[src/rtl/rv32_pkg.sv]
// Shared RV32 front-end types and constants: the NOP encoding, the fetch FSM
// states and the IF/ID pipeline register layout.
package rv32_pkg;

    localparam logic [31:0] RV32_NOP         = 32'h0000_0013;
    localparam logic [31:0] DEFAULT_RESET_PC = 32'h0000_0000;

    typedef enum logic [0:0] {
        FETCH_RUN  = 1'b0,
        FETCH_HALT = 1'b1
    } fetch_state_e;

    typedef struct packed {
        logic [31:0] pc;
        logic [31:0] pc4;
        logic [31:0] instr;
        logic        valid;
    } if_id_t;

    // A bubble carries addi x0,x0,0 with zeroed PCs so decode sees a clean no-op.
    function automatic if_id_t if_id_bubble();
        if_id_t b;
        b.pc    = 32'h0000_0000;
        b.pc4   = 32'h0000_0000;
        b.instr = RV32_NOP;
        b.valid = 1'b0;
        return b;
    endfunction

endpackage

[src/rtl/rv32_fetch_stage_if.sv]
// Fetch-stage bundle: instruction-memory port, hazard/redirect controls and the
// IF/ID outputs toward decode. master = fetch stage, slave = surrounding core.
interface rv32_fetch_stage_if #(
    parameter int unsigned IMEM_AW = 6
);
    logic [IMEM_AW-1:0] imem_addr;
    logic [31:0]        imem_data;
    logic               stall;
    logic               redirect;
    logic [31:0]        redirect_pc;
    logic [31:0]        fetch_pc;
    logic [31:0]        if_id_pc;
    logic [31:0]        if_id_pc4;
    logic [31:0]        if_id_instr;
    logic               if_id_valid;
    logic               halted;
    logic               misalign_err;

    modport master (
        output imem_addr, fetch_pc, if_id_pc, if_id_pc4, if_id_instr,
               if_id_valid, halted, misalign_err,
        input  imem_data, stall, redirect, redirect_pc
    );

    modport slave (
        input  imem_addr, fetch_pc, if_id_pc, if_id_pc4, if_id_instr,
               if_id_valid, halted, misalign_err,
        output imem_data, stall, redirect, redirect_pc
    );
endinterface

[src/rtl/if_id_reg.sv]
// IF/ID pipeline register: bubble has priority over load, otherwise holds.
// Async reset leaves a bubble so decode never sees a stale instruction.
module if_id_reg
    import rv32_pkg::*;
(
    input  logic   clk,
    input  logic   rst_n,
    input  logic   load,
    input  logic   bubble,
    input  if_id_t d,
    output if_id_t q
);
    if_id_t q_r;

    // IF/ID storage with bubble/load/hold selection
    always_ff @(posedge clk or negedge rst_n) begin
        if (!rst_n) begin
            q_r <= if_id_bubble();
        end else if (bubble) begin
            q_r <= if_id_bubble();
        end else if (load) begin
            q_r <= d;
        end else begin
            q_r <= q_r;
        end
    end

    assign q = q_r;
endmodule

[src/rtl/rv32_fetch_stage.sv]
// RV32 IF stage: PC register, next-PC selection and the RUN/HALT fetch FSM.
// Redirect beats stall beats advance; running off the end of imem halts fetch.
module rv32_fetch_stage
    import rv32_pkg::*;
#(
    parameter logic [31:0] RESET_PC = DEFAULT_RESET_PC,
    parameter int unsigned IMEM_AW  = 6
) (
    input  logic               clk,
    input  logic               rst_n,
    rv32_fetch_stage_if.master bus
);
    logic [31:0]  pc_r;
    logic [31:0]  pc_next_s;
    logic [31:0]  pc_plus4_s;
    fetch_state_e state_r;
    fetch_state_e state_next_s;
    logic         misalign_r;
    logic         misalign_set_s;
    logic         out_of_range_s;
    logic         load_s;
    logic         bubble_s;
    if_id_t       if_id_d_s;
    if_id_t       if_id_q_s;

    assign pc_plus4_s     = pc_r + 32'd4;
    // Any PC bit above the imem word range means the fetch would alias.
    assign out_of_range_s = |pc_r[31:IMEM_AW+2];
    assign misalign_set_s = bus.redirect && (bus.redirect_pc[1:0] != 2'b00);

    assign if_id_d_s.pc    = pc_r;
    assign if_id_d_s.pc4   = pc_plus4_s;
    assign if_id_d_s.instr = bus.imem_data;
    assign if_id_d_s.valid = 1'b1;

    // Next-PC, next-state and IF/ID control selection
    always_comb begin
        pc_next_s    = pc_r;
        state_next_s = state_r;
        load_s       = 1'b0;
        bubble_s     = 1'b0;
        if (bus.redirect) begin
            pc_next_s    = {bus.redirect_pc[31:2], 2'b00};
            state_next_s = FETCH_RUN;
            bubble_s     = 1'b1;
        end else if (bus.stall) begin
            pc_next_s    = pc_r;
            state_next_s = state_r;
        end else begin
            case (state_r)
                FETCH_RUN: begin
                    if (out_of_range_s) begin
                        bubble_s     = 1'b1;
                        state_next_s = FETCH_HALT;
                    end else begin
                        load_s    = 1'b1;
                        pc_next_s = pc_plus4_s;
                    end
                end
                FETCH_HALT: begin
                    bubble_s = 1'b1;
                end
                default: begin
                    bubble_s     = 1'b1;
                    state_next_s = FETCH_HALT;
                end
            endcase
        end
    end

    // PC, fetch FSM and sticky misalignment flag
    always_ff @(posedge clk or negedge rst_n) begin
        if (!rst_n) begin
            pc_r       <= RESET_PC;
            state_r    <= FETCH_RUN;
            misalign_r <= 1'b0;
        end else begin
            pc_r       <= pc_next_s;
            state_r    <= state_next_s;
            misalign_r <= misalign_r | misalign_set_s;
        end
    end

    if_id_reg u_if_id_reg (
        .clk    (clk),
        .rst_n  (rst_n),
        .load   (load_s),
        .bubble (bubble_s),
        .d      (if_id_d_s),
        .q      (if_id_q_s)
    );

    assign bus.imem_addr    = pc_r[IMEM_AW+1:2];
    assign bus.fetch_pc     = pc_r;
    assign bus.if_id_pc     = if_id_q_s.pc;
    assign bus.if_id_pc4    = if_id_q_s.pc4;
    assign bus.if_id_instr  = if_id_q_s.instr;
    assign bus.if_id_valid  = if_id_q_s.valid;
    assign bus.halted       = (state_r == FETCH_HALT);
    assign bus.misalign_err = misalign_r;
endmodule

[src/flat_wrapper.sv]
// flat-port wrapper written by rule: the top's interface ports become plain ports
module rv32_fetch_stage_flat import rv32_pkg::*;
#(
    parameter logic [31:0] RESET_PC = DEFAULT_RESET_PC,
    parameter int unsigned IMEM_AW  = 6
)
  (clk, rst_n, bus_imem_addr, bus_fetch_pc, bus_if_id_pc, bus_if_id_pc4, bus_if_id_instr, bus_if_id_valid, bus_halted, bus_misalign_err, bus_imem_data, bus_stall, bus_redirect, bus_redirect_pc);
  rv32_fetch_stage_if #(.IMEM_AW(IMEM_AW)) bus_i ();
  input  logic clk;
  input  logic rst_n;
  output wire logic [$bits(bus_i.imem_addr)-1:0] bus_imem_addr;
  output wire logic [$bits(bus_i.fetch_pc)-1:0] bus_fetch_pc;
  output wire logic [$bits(bus_i.if_id_pc)-1:0] bus_if_id_pc;
  output wire logic [$bits(bus_i.if_id_pc4)-1:0] bus_if_id_pc4;
  output wire logic [$bits(bus_i.if_id_instr)-1:0] bus_if_id_instr;
  output wire logic [$bits(bus_i.if_id_valid)-1:0] bus_if_id_valid;
  output wire logic [$bits(bus_i.halted)-1:0] bus_halted;
  output wire logic [$bits(bus_i.misalign_err)-1:0] bus_misalign_err;
  input wire logic [$bits(bus_i.imem_data)-1:0] bus_imem_data;
  input wire logic [$bits(bus_i.stall)-1:0] bus_stall;
  input wire logic [$bits(bus_i.redirect)-1:0] bus_redirect;
  input wire logic [$bits(bus_i.redirect_pc)-1:0] bus_redirect_pc;
  assign bus_imem_addr = bus_i.imem_addr;
  assign bus_fetch_pc = bus_i.fetch_pc;
  assign bus_if_id_pc = bus_i.if_id_pc;
  assign bus_if_id_pc4 = bus_i.if_id_pc4;
  assign bus_if_id_instr = bus_i.if_id_instr;
  assign bus_if_id_valid = bus_i.if_id_valid;
  assign bus_halted = bus_i.halted;
  assign bus_misalign_err = bus_i.misalign_err;
  assign bus_i.imem_data = bus_imem_data;
  assign bus_i.stall = bus_stall;
  assign bus_i.redirect = bus_redirect;
  assign bus_i.redirect_pc = bus_redirect_pc;
  rv32_fetch_stage #(.RESET_PC(RESET_PC), .IMEM_AW(IMEM_AW)) u_core (.clk(clk), .rst_n(rst_n), .bus(bus_i));
endmodule
[config.mk]
export PLATFORM = sky130hd
export DESIGN_NAME = rv32_fetch_stage_flat
export DESIGN_NICKNAME = d
export VERILOG_FILES = /design/src/rtl/rv32_pkg.sv /design/src/rtl/rv32_fetch_stage_if.sv /design/src/rtl/if_id_reg.sv /design/src/rtl/rv32_fetch_stage.sv /design/src/flat_wrapper.sv
export SDC_FILE = /design/constraint.sdc
export NUM_CORES = 1
export LEC_CHECK = 0
export BUFFER_PORTS_ARGS = -buffer_cell sky130_fd_sc_hd__buf_2
export CAP_MARGIN = 5
export CORE_MARGIN = 1
export CORE_UTILIZATION = 45
export CTS_CLUSTER_DIAMETER = 120
export DETAILED_ROUTE_END_ITERATION = 10
export PLACE_DENSITY = 0.77
export SETUP_SLACK_MARGIN = 0.4
export SYNTH_ARGS = -nofsm -noshare
export SYNTH_HDL_FRONTEND = slang
export SYNTH_SLANG_ARGS = --single-unit
[constraint.sdc]
create_clock -name clk -period 2.2 [get_ports clk]
set_input_delay 0.22 -clock clk [delete_from_list [all_inputs] [get_ports clk]]
set_output_delay 0.22 -clock clk [all_outputs]
set_load 0.03 [all_outputs]
==> flow_summary_export.csv <==
group,metric,value,unit
floorplanning,dieArea,11100,um^2
yosys,post_synth_mux_area_share,0.0538,
global_route,vias_in_the_first_global_route,3990,
yosys,synthTopCellsByArea,"dfrtp_1 (64%), and2_1 (6.2%), a22o_1 (6.2%), mux2_2 (5.4%), buf_4 (1.9%)",
setup_path,worst-endpoint-required,2.60,ns
clock_tree,cts_tree,"done",
power,pwr-share-seq,0.423,
power,total_switching_power,1.36,mW
yosys,synth_top_family_by_area,"simple AND/OR/NAND/NOR gates",
power,power_leakage,3.74,nW
setup_path,critPathMostFrequentCell,"o31a_1",
setup_path,critPathMaxStageDelay,0.42,ns
sta,timing.fmax,577,MHz
yosys,synth_simple_gate_area_frac,0.135,
yosys,yosys.area.top_type_share,0.639,
yosys,most_used_standard_cell_by_instance_count_after_synthesis,"dfrtp_1",
setup_path,critical_path.startpoint_type,"flip-flop",
final_layout,area_delta_synth_final,48.2,%
setup_path,delay_heaviest_family_cp,"compound AO/OA/AOI/OAI gates",
detailed_routing,detail_route.first_pass.iterations,4,
floorplanning,die-height,105,um
setup_path,setup.worst_path.class,"flip-flop to flip-flop",
yosys,synthCells,349,
power,switching_fraction,0.234,
final_layout,fillerInstances,716,
power,pwr-share-comb,0.099,
place,place_area,5880,um^2
clock_tree,cts_buffers,17,
yosys,xor_xnor_share_of_the_synthesized_area,0.00545,
final_layout,antenna_cells,0,
detailed_routing,route.detailed.drc,0,
status,outcome,"finished, final reports clean",
clock_tree,cts.sink_count,126,
clock_tree,clk_pin_slew_worst_paths,0.06,ns
power,max_vdd_drop,0.422,mV
yosys,netlist.top_cell.by_area,"dfrtp_1",
global_route,grt_pass1_wl,20.0,mm
floorplanning,floorplan.rows,37,
hold_path,holdCritStartpoint,"bus_redirect_pc[4]",
setup_path,worst_reg2reg_setup_slack,0.47,ns
clock_tree,cts_max_path_buffers,2,
sta,setup-tns-final,0,ns
setup_path,critPathSlowestCell,"dfrtp_1",
clock_tree,clk_latency,0.51,ns
power,p_clk_frac,0.478,
clock_tree,cts-root-buf,"clkbuf_8",
setup_path,end_kind,"flip-flop",
final_layout,multiInputGateArea,1480,um^2
clock_tree,h-tree-depth,4,
setup_path,cp_cell_sequence,"nor4_4 > nand4_4 > o31a_1 > o31a_1",
final_layout,design.final.nets,679,
place,post-dp-hpwl,7.59,mm
sta,final-hold-violation-count,0,
sta,setup_repair_after_global_routing_missed_its_margin,"yes",
job,cap_violations,0,
detailed_routing,wl_per_cell,16.5,um
detailed_routing,drtAntennaViolNets,0,
yosys,edff_count_synth,0,
sta,slew_headroom,0.607,
global_route,grtUsageMet1,0.282,
floorplanning,start_util,0.465,
yosys,yosys_most_used_dff,"dfrtp_1",
final_layout,finish.instance_area,7140,um^2
global_route,globalRouteMet3Util,0.0860,
setup_path,reg2reg_from,"u_core.bus.fetch_pc[14]$_DFFE_PN0P_",
yosys,postSynthAreaPerCell,13.8,um^2
global_route,gr-usage-met2,0.381,
floorplanning,top_level_ports,205,
yosys,synth-seq-area-share,0.655,
setup_path,timing.critical_path.buf_inv,0,
sta,slew_viol_final,0,
yosys,fraction_of_the_mapped_netlist_area_in_adder_cells,0.00260,
global_route,track_usage,0.236,
floorplanning,width_of_the_die,105,um
detailed_routing,num_vias,3797,
sta,period_share,0.788,
detailed_routing,drt_iter0_drc,173,
sta,period_minus_slack,1.73,ns
yosys,yosys_register_bits,126,
yosys,synthArstFlopShare,1.00,
global_route,maximum_number_of_pins_on_one_net_before_global_route_repair,67,
sta,timing.clock.skew,0.00968,ns
power,total_power_density_per_cell_area,813,nW/um^2
setup_path,arrival_time_reported_for_the_critical_path_endpoint,2.13,ns
final_layout,sequential_cell_area,3160,um^2
yosys,netlist-cell-type-count,40,
hold_path,timing.hold.worst.class,"input port to flip-flop",
yosys,netlist_top_cells_count,"dfrtp_1 (123), and2_1 (48), a22o_1 (34), mux2_2 (23), nand2_1 (16)",
global_route,gr-total-overflow,0,
final_layout,drive_gt1_frac,0.446,
setup_path,cp_max_fo,7,
power,internal_power_component,4.45,mW
global_route,grt_most_used_layer,"met2",
place,port_buffers,202,
sta,timing.final.setup_violations,0,
global_route,antenna_found_initial,0,
place,place_congestion,0.744,
yosys,ys.warnings.count,0,
floorplanning,core_area,10400,um^2
yosys,synth_area,4820,um^2
yosys,synth_compound_area_frac,0.102,
detailed_routing,viasPerCell,5.02,
sta,worstMarginPinSlew,0.589,ns
setup_path,worst_setup_path_startpoint,"u_core.bus.fetch_pc[14]$_DFFE_PN0P_",
detailed_routing,wirelength,12.5,mm
[flip-flops by register name, indices dropped and copies added (netlist names)]
register / count
u_core.u_if_id_reg.q: 94
u_core.bus.misalign_err: 1
u_core.bus.halted: 1
u_core.bus.fetch_pc: 30
[cell type report]
type / instances / share of cell area
inverter: 3 / 0.00158
clock inverter: 6 / 0.0151
clock buffer: 24 / 0.0673
multi-input combinational: 189 / 0.208
timing repair buffer: 273 / 0.242
sequential: 126 / 0.442
tap: 136 / 0.0238
[worst paths after layout]
check | end | cells after the start
setup / recovery | u_core.bus.fetch_pc[6]$_DFFE_PN0P_ | 4
hold / removal | u_core.bus.fetch_pc[4]$_DFFE_PN0P_ | 3
setup reg to reg | u_core.bus.fetch_pc[6]$_DFFE_PN0P_ | 4
hold reg to reg | u_core.u_if_id_reg.q[35]$_DFFE_PN0P_ | 2
max in group asynchronous | u_core.u_if_id_reg.q[4]$_DFFE_PN0P_ | 3
min in group asynchronous | u_core.u_if_id_reg.q[70]$_DFFE_PN0P_ | 2
[worst register-to-register path, cell delays in order (launching register included)]
cell	delay (ns)
dfrtp_1	0.42
nor4_4	0.37
nand4_4	0.21
o31a_1	0.34
o31a_1	0.28
[power groups by stage]
stage	Clock [mW]	Combinational (mW)	Sequential, mW
2_1_floorplan	0	0.175	2.59
4_1_cts	2.82	0.568	2.45
3_5_place_dp	0	0.481	2.49
6_report	2.77	0.575	2.46
5_1_grt	2.93	0.615	2.46
3_3_place_gp	0	0.472	2.48
[layout by cell type, fill, tap and decap left out, types with 2 or more instances in the layout]
master / instances
o31a_1: 5
a31oi_1: 3
buf_2: 201
clkinv_2: 2
o21ai_0: 5
mux2_2: 23
nor4_4: 4
bufinv_16: 3
o211ai_1: 2
nor4_1: 2
nor2_1: 5
nand2_1: 16
nor4_2: 2
conb_1: 2
buf_12: 2
and2_1: 48
o22a_1: 3
nor3_1: 3
nand3_2: 3
nand4b_1: 2
xor2_1: 2
dfstp_2: 3
clkbuf_8: 5
inv_1: 3
dlygate4sd3_1: 63
clkbuf_16: 16
clkbuf_1: 3
buf_4: 7
dfrtp_1: 123
a22o_1: 34
o21a_1: 2
o21ai_1: 3
a21oi_1: 2
nand2b_1: 5
[cell families (layout without fill, tap and decap cells)]
kind of cell / count (synthesis) / count (layout)
xor+xnor: 3 / 3
compound gates: 62 / 62
other cells: 1 / 2
flops: 126 / 126
mux: 23 / 23
buf+inv: 35 / 306
fa+ha+maj: 1 / 1
simple gates: 98 / 98
[timing repair]
item                       CTS  global route
setup endpoints to repair    0            49
hold buffers                63             0
buffers inserted             0             1
hold endpoints to repair    93             0
resized for setup            0             6
[stage by stage]
step	worst slack [ns]	utilization	hold WS, ns	cells	total power [mW]
2_1_floorplan	0.434	-	-0.0756	350	2.76
3_3_place_gp	0.458	0.567	0.204	663	2.95
3_5_place_dp	0.419	0.567	0.207	663	2.97
4_1_cts	0.402	0.685	0.00252	756	5.83
5_1_grt	0.383	0.688	0.00852	757	6.01
6_report	0.467	0.688	0.0245	757	5.80
[routing by layer]
layer  part of all wire  vias up
met4              0.028        0
met2               0.49      172
met1               0.41     1846
li1                   -     1739
met5                  0        -
met3              0.076       40
Note: power is estimated with default switching activity, not from simulation.
